==> config.mk <==
export PLATFORM = sky130hd
export DESIGN_NAME = sdram_line_prefetcher_flat
export DESIGN_NICKNAME = d
export VERILOG_FILES = /design/src/rtl/gw_video_pkg.sv /design/src/rtl/sdram_line_prefetcher_if.sv /design/src/rtl/pixel_lane_packer.sv /design/src/rtl/sdram_line_prefetcher.sv /design/src/flat_wrapper.sv
export SDC_FILE = /design/constraint.sdc
export NUM_CORES = 1
export LEC_CHECK = 0
export ABC_AREA = 1
export BUFFER_PORTS_ARGS = -buffer_cell sky130_fd_sc_hd__buf_2
export CAP_MARGIN = 40
export CORE_UTILIZATION = 60
export DETAILED_ROUTE_END_ITERATION = 10
export GPL_ROUTABILITY_DRIVEN = 1
export HOLD_SLACK_MARGIN = 0.05
export PLACE_DENSITY = 0.86
export SLEW_MARGIN = 20
export SYNTH_ARGS = -nofsm -noshare
export SYNTH_HDL_FRONTEND = slang
export SYNTH_SLANG_ARGS = --single-unit
==> constraint.sdc <==
create_clock -name clk_sys_131_072 -period 7.7 [get_ports clk_sys_131_072]
set_input_delay 0.385 -clock clk_sys_131_072 [delete_from_list [all_inputs] [get_ports clk_sys_131_072]]
set_output_delay 0.385 -clock clk_sys_131_072 [all_outputs]
set_load 0.02 [all_outputs]
==> src/rtl/gw_video_pkg.sv <==
// gw_video_pkg: shared video-fetch defaults, line sizing helper and prefetch FSM states
package gw_video_pkg;
  localparam int unsigned DEF_LINE_PIXELS = 720;
  localparam int unsigned DEF_LINE_COUNT = 720;
  localparam int unsigned DEF_BYTES_PER_PIXEL = 3;
  typedef enum logic [1:0] {IDLE, REQ, BURST, GAP} prefetch_state_t;
  function automatic int unsigned words_per_line(int unsigned pixels, int unsigned bpp);
    return pixels * bpp;
  endfunction
endpackage

==> src/rtl/sdram_line_prefetcher_if.sv <==
// sdram_line_prefetcher_if: read port between the line prefetcher and the SDRAM burst controller
interface sdram_line_prefetcher_if #(
  parameter int unsigned ADDR_WIDTH = 25,
  parameter int unsigned DATA_WIDTH = 16
);
  logic [ADDR_WIDTH-1:0] addr;
  logic rd_req, end_burst_req, data_available;
  logic [DATA_WIDTH-1:0] q;
  modport master (output addr, rd_req, end_burst_req, input data_available, q);
  modport slave (input addr, rd_req, end_burst_req, output data_available, q);
endinterface

==> src/rtl/pixel_lane_packer.sv <==
// pixel_lane_packer: assembles one channel's pixel from successive lane bytes, first byte in the LSB
module pixel_lane_packer #(
  parameter int unsigned BYTES_PER_PIXEL = 3
) (
  input  logic clk_sys_131_072,
  input  logic reset,
  input  logic [7:0] lane_byte,
  input  logic shift_en,
  input  logic clear,
  output logic [BYTES_PER_PIXEL*8-1:0] pixel,
  output logic last
);
  localparam int unsigned CW = $clog2(BYTES_PER_PIXEL + 1);
  logic [CW-1:0] cnt;
  logic [BYTES_PER_PIXEL*8-1:0] shifted;
  assign last = shift_en && cnt == CW'(BYTES_PER_PIXEL - 1);
  if (BYTES_PER_PIXEL > 1) begin : g_shift
    assign shifted = {lane_byte, pixel[BYTES_PER_PIXEL*8-1:8]};
  end else begin : g_byte
    assign shifted = lane_byte;
  end
  always_ff @(posedge clk_sys_131_072)
    if (reset || clear) begin
      cnt <= '0;
      pixel <= '0;
    end else if (shift_en) begin
      cnt <= last ? '0 : cnt + 1'b1;
      pixel <= shifted;
    end
endmodule

==> src/rtl/sdram_line_prefetcher.sv <==
// sdram_line_prefetcher: fetches one interleaved multi-channel video line per line_start
// and emits one write strobe per assembled pixel to the per-layer line FIFOs.
module sdram_line_prefetcher import gw_video_pkg::*; #(
  parameter int unsigned DATA_WIDTH = 16,
  parameter int unsigned LINE_PIXELS = DEF_LINE_PIXELS,
  parameter int unsigned LINE_COUNT = DEF_LINE_COUNT,
  parameter int unsigned BYTES_PER_PIXEL = DEF_BYTES_PER_PIXEL,
  parameter int unsigned ADDR_WIDTH = 25,
  parameter int unsigned BASE_ADDR = 0,
  parameter int unsigned END_BURST_LEAD = 2
) (
  input  logic clk_sys_131_072,
  input  logic reset,
  input  logic line_start,
  input  logic [9:0] line_y,
  input  logic inhibit,
  sdram_line_prefetcher_if.master mem,
  output logic fifo_clear,
  output logic pix_wr,
  output logic [(DATA_WIDTH/8)*BYTES_PER_PIXEL*8-1:0] pix_data,
  output logic busy,
  output logic line_done,
  output logic overrun
);
  localparam int unsigned CHANNELS = DATA_WIDTH / 8;
  localparam int unsigned PW = BYTES_PER_PIXEL * 8;
  localparam int unsigned WPL = words_per_line(LINE_PIXELS, BYTES_PER_PIXEL);
  localparam int unsigned WW = $clog2(WPL + 1);
  localparam int EB = int'(WPL) - int'(END_BURST_LEAD);
  prefetch_state_t state, state_d;
  logic [9:0] y_q, y_eff;
  logic [WW-1:0] words, words_d;
  logic seen, seen_d, rd_req_d, end_burst_d, line_done_d, accept;
  logic [CHANNELS-1:0] last;
  assign y_eff = 32'(y_q) >= LINE_COUNT ? '0 : y_q;
  assign mem.addr = ADDR_WIDTH'(BASE_ADDR) + ADDR_WIDTH'(y_eff) * ADDR_WIDTH'(WPL) + ADDR_WIDTH'(words);
  always_comb begin
    state_d = state;
    words_d = words;
    seen_d = seen;
    rd_req_d = 1'b0;
    end_burst_d = 1'b0;
    line_done_d = 1'b0;
    accept = 1'b0;
    if (line_start) begin
      state_d = REQ;
      words_d = '0;
    end else
      case (state)
        REQ: if (!inhibit) begin
          rd_req_d = 1'b1;
          seen_d = 1'b0;
          state_d = BURST;
        end
        BURST: if (mem.data_available) begin
          seen_d = 1'b1;
          if (words < WW'(WPL)) begin
            accept = 1'b1;
            words_d = words + 1'b1;
            end_burst_d = int'(words) >= EB;
          end
        end else if (seen) state_d = GAP;
        GAP: begin
          state_d = words < WW'(WPL) ? REQ : IDLE;
          line_done_d = words >= WW'(WPL);
        end
        default: ;
      endcase
  end
  always_ff @(posedge clk_sys_131_072)
    if (reset) begin
      state <= IDLE;
      y_q <= '0;
      words <= '0;
      seen <= 1'b0;
      fifo_clear <= 1'b0;
      mem.rd_req <= 1'b0;
      mem.end_burst_req <= 1'b0;
      pix_wr <= 1'b0;
      busy <= 1'b0;
      line_done <= 1'b0;
      overrun <= 1'b0;
    end else begin
      state <= state_d;
      y_q <= line_start ? line_y : y_q;
      words <= words_d;
      seen <= seen_d;
      fifo_clear <= line_start;
      mem.rd_req <= rd_req_d;
      mem.end_burst_req <= end_burst_d;
      pix_wr <= &last;
      busy <= state_d != IDLE;
      line_done <= line_done_d;
      overrun <= overrun | (line_start && state != IDLE);
    end
  for (genvar k = 0; k < CHANNELS; k++) begin : g_lane
    pixel_lane_packer #(.BYTES_PER_PIXEL(BYTES_PER_PIXEL)) u_packer (
      .clk_sys_131_072(clk_sys_131_072),
      .reset(reset),
      .lane_byte(mem.q[8*k +: 8]),
      .shift_en(accept),
      .clear(line_start),
      .pixel(pix_data[PW*k +: PW]),
      .last(last[k])
    );
  end
endmodule

==> src/flat_wrapper.sv <==
// flat-port wrapper written by rule: the top's interface ports become plain ports
module sdram_line_prefetcher_flat import gw_video_pkg::*;
#(
  parameter int unsigned DATA_WIDTH = 16,
  parameter int unsigned LINE_PIXELS = DEF_LINE_PIXELS,
  parameter int unsigned LINE_COUNT = DEF_LINE_COUNT,
  parameter int unsigned BYTES_PER_PIXEL = DEF_BYTES_PER_PIXEL,
  parameter int unsigned ADDR_WIDTH = 25,
  parameter int unsigned BASE_ADDR = 0,
  parameter int unsigned END_BURST_LEAD = 2
)
  (clk_sys_131_072, reset, line_start, line_y, inhibit, fifo_clear, pix_wr, pix_data, busy, line_done, overrun, mem_addr, mem_rd_req, mem_end_burst_req, mem_data_available, mem_q);
  sdram_line_prefetcher_if #(.ADDR_WIDTH(ADDR_WIDTH), .DATA_WIDTH(DATA_WIDTH)) mem_i ();
  input  logic clk_sys_131_072;
  input  logic reset;
  input  logic line_start;
  input  logic [9:0] line_y;
  input  logic inhibit;
  output logic fifo_clear;
  output logic pix_wr;
  output logic [(DATA_WIDTH/8)*BYTES_PER_PIXEL*8-1:0] pix_data;
  output logic busy;
  output logic line_done;
  output logic overrun;
  output wire logic [$bits(mem_i.addr)-1:0] mem_addr;
  output wire logic [$bits(mem_i.rd_req)-1:0] mem_rd_req;
  output wire logic [$bits(mem_i.end_burst_req)-1:0] mem_end_burst_req;
  input wire logic [$bits(mem_i.data_available)-1:0] mem_data_available;
  input wire logic [$bits(mem_i.q)-1:0] mem_q;
  assign mem_addr = mem_i.addr;
  assign mem_rd_req = mem_i.rd_req;
  assign mem_end_burst_req = mem_i.end_burst_req;
  assign mem_i.data_available = mem_data_available;
  assign mem_i.q = mem_q;
  sdram_line_prefetcher #(.DATA_WIDTH(DATA_WIDTH), .LINE_PIXELS(LINE_PIXELS), .LINE_COUNT(LINE_COUNT), .BYTES_PER_PIXEL(BYTES_PER_PIXEL), .ADDR_WIDTH(ADDR_WIDTH), .BASE_ADDR(BASE_ADDR), .END_BURST_LEAD(END_BURST_LEAD)) u_core (.clk_sys_131_072(clk_sys_131_072), .reset(reset), .line_start(line_start), .line_y(line_y), .inhibit(inhibit), .mem(mem_i), .fifo_clear(fifo_clear), .pix_wr(pix_wr), .pix_data(pix_data), .busy(busy), .line_done(line_done), .overrun(overrun));
endmodule
==> results of run 1 <==
-- registers in the layout, summed over array words and instances (netlist names) --
name / count
u_core.busy: 1
u_core.fifo_clear: 1
u_core.g_lane.u_packer.cnt: 4
u_core.g_lane.u_packer.pixel: 48
u_core.line_done: 1
u_core.mem.end_burst_req: 1
u_core.mem.rd_req: 1
u_core.overrun: 1
u_core.pix_wr: 1
u_core.seen: 1
u_core.state: 2
u_core.words: 12
u_core.y_q: 10
-- cells in the final DEF, fill, tap and decap left out, drive strengths merged, types with 11 or more instances in the layout --
cell type    n
nand2      125
buf        109
ha          52
xor2        12
inv        109
fa          13
a21oi       32
o21ai       73
nor2       130
nand3       27
dfxtp       84
a31oi       11
-- synth_stat cells --
cell	n	area (sq um)
o21ai_1	14	70.07
nor4_4	2	42.54
nor3_2	2	20.02
buf_6	4	45.04
nor3_4	1	16.27
nand3b_4	1	20.02
clkbuf_1	11	41.29
xor2_1	12	105.1
nor2_4	1	11.26
xnor2_1	4	35.03
o211ai_1	2	15.01
nand3b_1	3	22.52
nand2_1	123	461.7
a21o_1	1	7.510
or2_1	1	6.260
nand2_8	1	20.02
inv_2	5	18.77
a21oi_1	27	135.1
inv_4	1	6.260
fa_1	13	260.3
nor3b_1	1	7.510
a31oi_1	11	68.82
inv_1	101	379.1
ha_1	52	650.6
clkinv_1	4	15.01
o21ai_0	58	290.3
dfxtp_1	84	1682
nor2_1	127	476.7
buf_8	1	15.01
nor3_1	5	25.02
buf_2	4	20.02
conb_1	2	7.510
nand3_1	26	130.1
nand4_1	7	43.79
nor2_2	2	12.51
a21oi_2	5	43.79
a211oi_1	3	22.52
nand2_2	1	6.260
nand3_2	1	10.01
buf_4	7	52.55
o21bai_1	1	7.510
o21ai_4	1	16.27
-- worst max-delay path: stages (launching register included) --
cell,delay (ps)
dfxtp_1,340
inv_1,70
nand2_1,70
a31oi_1,90
nor2_1,430
nor2_1,210
ha_1,340
ha_1,270
inv_1,50
fa_1,530
inv_1,40
ha_1,210
fa_1,400
nand2_1,90
nand2_1,80
nand2_1,80
xnor2_1,60
ha_1,360
nand4_1,110
nor2_1,130
nor2_1,90
inv_1,80
nand3_1,140
nor2_1,170
nand3_1,80
nand2_1,70
buf_2,150
-- per-layer routing --
| layer | global-route usage [%] | vias up |
|---|---|---|
| met5 | 0 | - |
| li1 | - | 2516 |
| met4 | 9.191 | 0 |
| met1 | 32.68 | 2244 |
| met3 | 5.845 | 14 |
| met2 | 45.92 | 168 |
-- cell type report --
cell class                 count  area (sq um)  area share (%)
inverter                     111         419.2           6.880
timing repair buffer         109         570.5           9.365
tap                          108         135.1           2.218
multi-input combinational    513          3078           50.52
sequential                    84          1682           27.60
clock inverter                 6         70.07           1.150
clock buffer                  10         137.6           2.259
-- per-stage QoR --
step | hold slack, ps | area (sq um)
5_1_grt | 227.2 | 6092
2_1_floorplan | 434.5 | 5350
3_3_place_gp | 446.2 | 5857
4_1_cts | 218.5 | 6092
6_report | 236.0 | 6092
3_5_place_dp | 466.1 | 5884
-- kinds of logic (layout without fill, tap and decap cells) --
| family | Yosys count | count (layout) | synth area share (%) |
|---|---|---|---|
| AOI/OAI and AO/OA | 123 | 123 | 12.67 |
| xor gates and xnor gates | 16 | 16 | 2.623 |
| adders and majority gates | 65 | 65 | 17.05 |
| buffers and inverters | 138 | 236 | 11.10 |
| DFF | 84 | 84 | 31.48 |
| other | 2 | 4 | 0.1406 |
| and+or+nand+nor | 305 | 305 | 24.94 |
-- final timing paths --
| kind | start | to | cells after the start |
|---|---|---|---|
| worst min register to register | u_core.seen$_SDFFE_PP0P_ | u_core.seen$_SDFFE_PP0P_ | 2 |
| worst max-delay path | u_core.y_q[5]$_SDFFE_PP0P_ | mem_addr[20] | 26 |
| worst max register to register | u_core.words[9]$_SDFFE_PP0P_ | u_core.g_lane[0].u_packer.pixel[21]$_SDFFE_PP0P_ | 9 |
| worst min-delay path | line_y[1] | u_core.y_q[1]$_SDFFE_PP0P_ | 3 |
-- power by group through the flow --
stage / sequential, uW / combinational [uW] / clock, uW
CTS: 446 / 260 / 330
global placement: 456 / 249 / 0
finish: 446 / 259 / 324
floorplan: 460 / 191 / 0
detailed placement: 456 / 258 / 0
global route: 447 / 295 / 353
==> summary.md, run 1 <==
| Metric | Value |
|---|---|
| IO Pins | 111 |
| Hold Vio Cnt, Final | 0 |
| Post-CTS setup buffers | 0 |
| Setup ws final | approximately 2200 ps |
| Syn Inst Count | 733 |
| Final ANT Viol Nets | 0 |
| Drt first pass iters | 4 |
| # nets final | between 900 and 1k |
| Die W | 96.36 microns |
| Worst-margin pin slew | 652.5 ps |
| Fin cells | 941 |
| Minimum clock period | 5492 ps |
| Nature of the critical path endpoint | primary output |
| Reg clk slew, reported paths | about 90 ps |
| Core Util, Final | 70.20% |
| Met2 WL post-DR | ~5700 microns |
| Placer Congestion | slightly above 0.9 |
| Relative slew slack | between 50% and 60% |
| Clk_skew | 10.36 ps |
| Post-DP HPWL | 8964 microns |
| Switching pwr | 334.1 uW |
| Metal-1 WL | 5237 microns |
| DP Worst Slack | 2594 ps |
| Pwr/cell area | 169.1 nW/um^2 |
| #FFs+latches synth | 84 |
| CTS tree | built |
| Worst-Skew Late Latency | 340 ps |
| WL/cell | 12.54 microns |
| Clock Tree Buf Depth | 2 |
| Critical path peak fanout | 9 |
| Mapped Area | 5343 sq um |
| HP Class | in2reg |
| DRC Markers | 0 |
| Final setup violation count | 0 |
| RSZ-0062 raised after global routing | false |
| Filler Cell Count | 702 |
| Die Area | 9285 sq um |
| Syn avg cell area | around 7.3 sq um |
| Initial core utilization | roughly three fifths |
| CP Launch Type | flip-flop |
| Static Leak | 0.003284 uW |
| Final WL | between 10000 and 15000 microns |
| Reported max-cap violation count | 0 |
| Met3 WL post-DR | roughly 740 microns |
| Pint | 695.8 uW |
| Netlist cell types | 42 |
| 1st-iter DRT viols | roughly 180 |
| Layout cells sized above 1 | 18.01% |
| Reg2Reg Setup Slack | 5170 ps |
| Crit share post-route | about 71% |
| Gr usage total | 26.62% |
| F_max | about 0.18 GHz |
| Diode count | 0 |
| Initial antenna violation count | 0 |
| Critical path class | reg2out |
| Sw Ratio | 32.44% |
| Remaining global-route overflow | 0 |
| Part of the power in registers | between 40 and 50% |
| Logic pwr share | 25.2% |
| Num CTS Buffers | 9 |
| Seq/Total Area, Yosys | 31.48% |
| Status | completed |
| Pin count of the biggest net entering global routing | 59 |
| WP data required | 7320 ps |
| Core area | 8678 sq um |
| Via count | ~5k |
| Final total power | approximately 1000 uW |
| Post_cts resized | 0 |
| I/O Buffers | about 110 |
| Global-route wire length before repair | 19450 microns |
| Setup_tns | 0 ps |
| Vias in the first global route | 4497 |
| Clock sinks | 84 |
| Hold buffers post-CTS | 0 |
| VDD IR-drop max | 151.3 uV |
| Final Slew Violations | 0 |
| Htree depth | 3 |
| Yosys synthesis warning count | 0 |
| Vias per Instance | 5.252 |
| Cells after DPL | between 900 and 1k |
| Die Height | 96.36 microns |
| Syn-to-layout area delta | 14.03% |
| Num rows | 34 |
| Max Used Layer | met4 |
| Root Driver | clkbuf_8 |
| Crit path arrival time | 5110 ps |
| Clock power frac | around a third |
(Power assumes the default switching activity.)
==> inputs of run 2 (changes only) <==
--- a/config.mk
+++ b/config.mk
@@ -8,11 +8,11 @@
 export ABC_AREA = 1
 export BUFFER_PORTS_ARGS = -buffer_cell sky130_fd_sc_hd__buf_2
 export CAP_MARGIN = 40
-export CORE_UTILIZATION = 60
+export CORE_UTILIZATION = 56
 export DETAILED_ROUTE_END_ITERATION = 10
 export GPL_ROUTABILITY_DRIVEN = 1
 export HOLD_SLACK_MARGIN = 0.05
-export PLACE_DENSITY = 0.86
+export PLACE_DENSITY = 0.81
 export SLEW_MARGIN = 20
 export SYNTH_ARGS = -nofsm -noshare
 export SYNTH_HDL_FRONTEND = slang
==> constraint.sdc (replaced) <==
create_clock -name clk_sys_131_072 -period 5.2 [get_ports clk_sys_131_072]
set_input_delay 0.26 -clock clk_sys_131_072 [delete_from_list [all_inputs] [get_ports clk_sys_131_072]]
set_output_delay 0.26 -clock clk_sys_131_072 [all_outputs]
set_load 0.02 [all_outputs]
==> run 2 against run 1 <==
  * Wire length up 4.5%
  * Sequential cell count did not move
  * Combinational power grew 66%
  * Clock power rose by 65%
  * Non-clock buffer count rose by 9
  * Utilization shrank 1.2 points
  * Hold slack got worse by 120 ps
  * Clock skew rose by 7.4 ps
  * Final cell count increased by 3.1%
  * Sequential power rose by 48%
  * Critical path type unchanged
  * Largest cell class unchanged
  * Largest power group unchanged
==> summary.md, run 2 (synthesis results as in run 1) <==
| Metric | Value |
|---|---|
| Status | completed |
| Hold buffers post-CTS | 0 |
| Pwr/cell area | about 260 nW/um^2 |
| Layout cells sized above 1 | 22.12% |
| Initial core utilization | 57.82% |
| Die Height | 99.68 microns |
| WP data required | 4940 ps |
| Post-DP HPWL | 8830 microns |
| Top flop regs | u_core.g_lane.u_packer.pixel (48), u_core.words (12), u_core.y_q (10) |
| CTS tree | built |
| Cells after DPL | 946 |
| Reported max-cap violation count | 0 |
| Bufs and invs on worst path | 6 |
| Worst reg2reg path endpoint | u_core.g_lane[1].u_packer.pixel[12]$_SDFFE_PP0P_ |
| Num rows | 35 |
| Critical path class | reg2out |
| Diode count | 0 |
| Logic pwr share | between 20% and 30% |
| Vias per Instance | 5.082 |
| IO Pins | 111 |
| Worst-margin pin slew | 777.0 ps |
| Fin cells | 970 |
| Drt first pass iters | 5 |
| Worst Setup SP | u_core.y_q[4]$_SDFFE_PP0P_ |
| Global-route wire length before repair | 20470 microns |
| Worst Hold Endpoint | u_core.y_q[1]$_SDFFE_PP0P_ |
| Htree depth | 3 |
| Die W | 99.68 microns |
| Clk_skew | 17.73 ps |
| Hold Vio Cnt, Final | 0 |
| Most frequent cells in the layout | 119 x nand2_1, 112 x nor2_1, 106 x buf_2 |
| Core Util, Final | between 60 and 70% |
| Nature of the critical path endpoint | primary output |
| DRC Markers | 0 |
| Hold_sp | line_y[1] |
| Pint | 1120 uW |
| I/O Buffers | 107 |
| Root Driver | clkbuf_8 |
| CP max stage delay | roughly 540 ps |
| Final ANT Viol Nets | 0 |
| Commonest non-fill, non-tap cell in the layout | nand2_1 |
| Static Leak | 0.003338 uW |
| RR Startpoint | u_core.words[5]$_SDFFE_PP0P_ |
| Clock Tree Buf Depth | 2 |
| HP Class | in2reg |
| Initial antenna violation count | 0 |
| Hold Path Depth | 3 |
| Final total power | 1627 uW |
| Minimum clock period | 4988 ps |
| Pin count of the biggest net entering global routing | between 50 and 60 |
| Crit-path slowest cell | fa_1 |
| Reg2Reg Depth | 9 |
| Switching pwr | 506.6 uW |
| Crit-path leading delay family | adder cells |
| F_max | about 0.2 GHz |
| Crit share post-route | a little over nine tenths |
| Final setup violation count | 0 |
| # nets final | 933 |
| Vias in the first global route | 4782 |
| Via count | 4930 |
| Final WL | 12330 microns |
| Max reg flops | 48 |
| Part of the power in registers | 40.7% |
| Die Area | 9935 sq um |
| Relative slew slack | around half |
| Remaining global-route overflow | 0 |
| Reg clk slew, reported paths | 80 ps |
| Critical path peak fanout | 7 |
| CP Launch Type | flip-flop |
| Crit path arrival time | 4730 ps |
| Worst-Skew Late Latency | 350 ps |
| Largest Register | u_core.g_lane.u_packer.pixel |
| Setup_tns | 0 ps |
| Sw Ratio | 31.15% |
| 1st-iter DRT viols | just under 200 |
| Reg2Reg Setup Slack | 2590 ps |
| Gr usage total | 25.04% |
| VDD IR-drop max | 199.7 uV |
| Clock power frac | 32.9% |
| Syn-to-layout area delta | 19.39% |
| WL/cell | 12.71 microns |
| Worst hold slack | 118.8 ps |
| Num CTS Buffers | 9 |
| Core area | 9240 sq um |
| Placer Congestion | 0.8796 |
| Final Slew Violations | 0 |
| Clock sinks | 84 |
## run 2: cell count changes in the layout (fill, tap and decap cells not counted), moves of 2 or more
cell / change
inv_6: -2
clkbuf_8: +2
nor2_1: -14
nor2_4: +9
inv_2: +3
ha_4: +2
buf_4: +9
nand2_2: +4
ha_1: -3
nor2_2: +5
nand2_1: -4
inv_1: -3
## run 2: tightest hold or removal path, cell delays in order
cell and delay, ps:
buf_2 80, nand2_1 40, o21ai_0 50
## run 2: worst max-delay path by stage
stage	end	slack, ps	cells past startpoint
3_3_place_gp	mem_addr[20]	470	26
4_1_cts	mem_addr[18]	5	26
2_1_floorplan	mem_addr[14]	690	23
3_5_place_dp	mem_addr[18]	280	26
5_1_grt	mem_addr[19]	-130	28
6_report	mem_addr[20]	210	27
## run 2: per-layer routing
metal  routed length [microns]  up-vias  track usage, %
li1                          -     2539               -
met1                      5259     2221           30.58
met2                      6110      148           42.71
met4                       215        0           9.389
met5                         0        -               0
met3                       745       22           5.973
## run 2: power by group through the flow
| stage | Clock [uW] | Sequential (uW) | Combinational, uW |
|---|---|---|---|
| floorplan | 0 | 681 | 282 |
| global placement | 0 | 675 | 371 |
| detailed placement | 0 | 676 | 385 |
| CTS | 544 | 660 | 392 |
| global route | 574 | 663 | 477 |
| finish | 535 | 661 | 430 |
## run 2: layout make-up
| type | count | area, sq um |
|---|---|---|
| Timing Repair Buffer | 118 | 653.1 |
| Sequential cell | 84 | 1682 |
| Multi-Input combinational cell | 513 | 3229 |
| Clock buffer | 12 | 165.2 |
| Tap cell | 129 | 161.4 |
| Fill cell | 731 | 2861 |
| Clock inverter | 3 | 68.82 |
| Inverter | 111 | 419.2 |
## run 2: timing repair
action                                  in CTS  in global routing
pin swaps                                    1                 11
setup buffers                                2                  7
resized for setup                            4                 37
endpoints found under the setup margin       8                 10
## run 2: stage by stage
stage	setup slack (ps)	cell area (sq um)
5_1_grt	-125.8	6379
3_5_place_dp	279.5	5911
3_3_place_gp	472.2	5883
2_1_floorplan	689.4	5350
6_report	211.5	6379
4_1_cts	5.262	6170
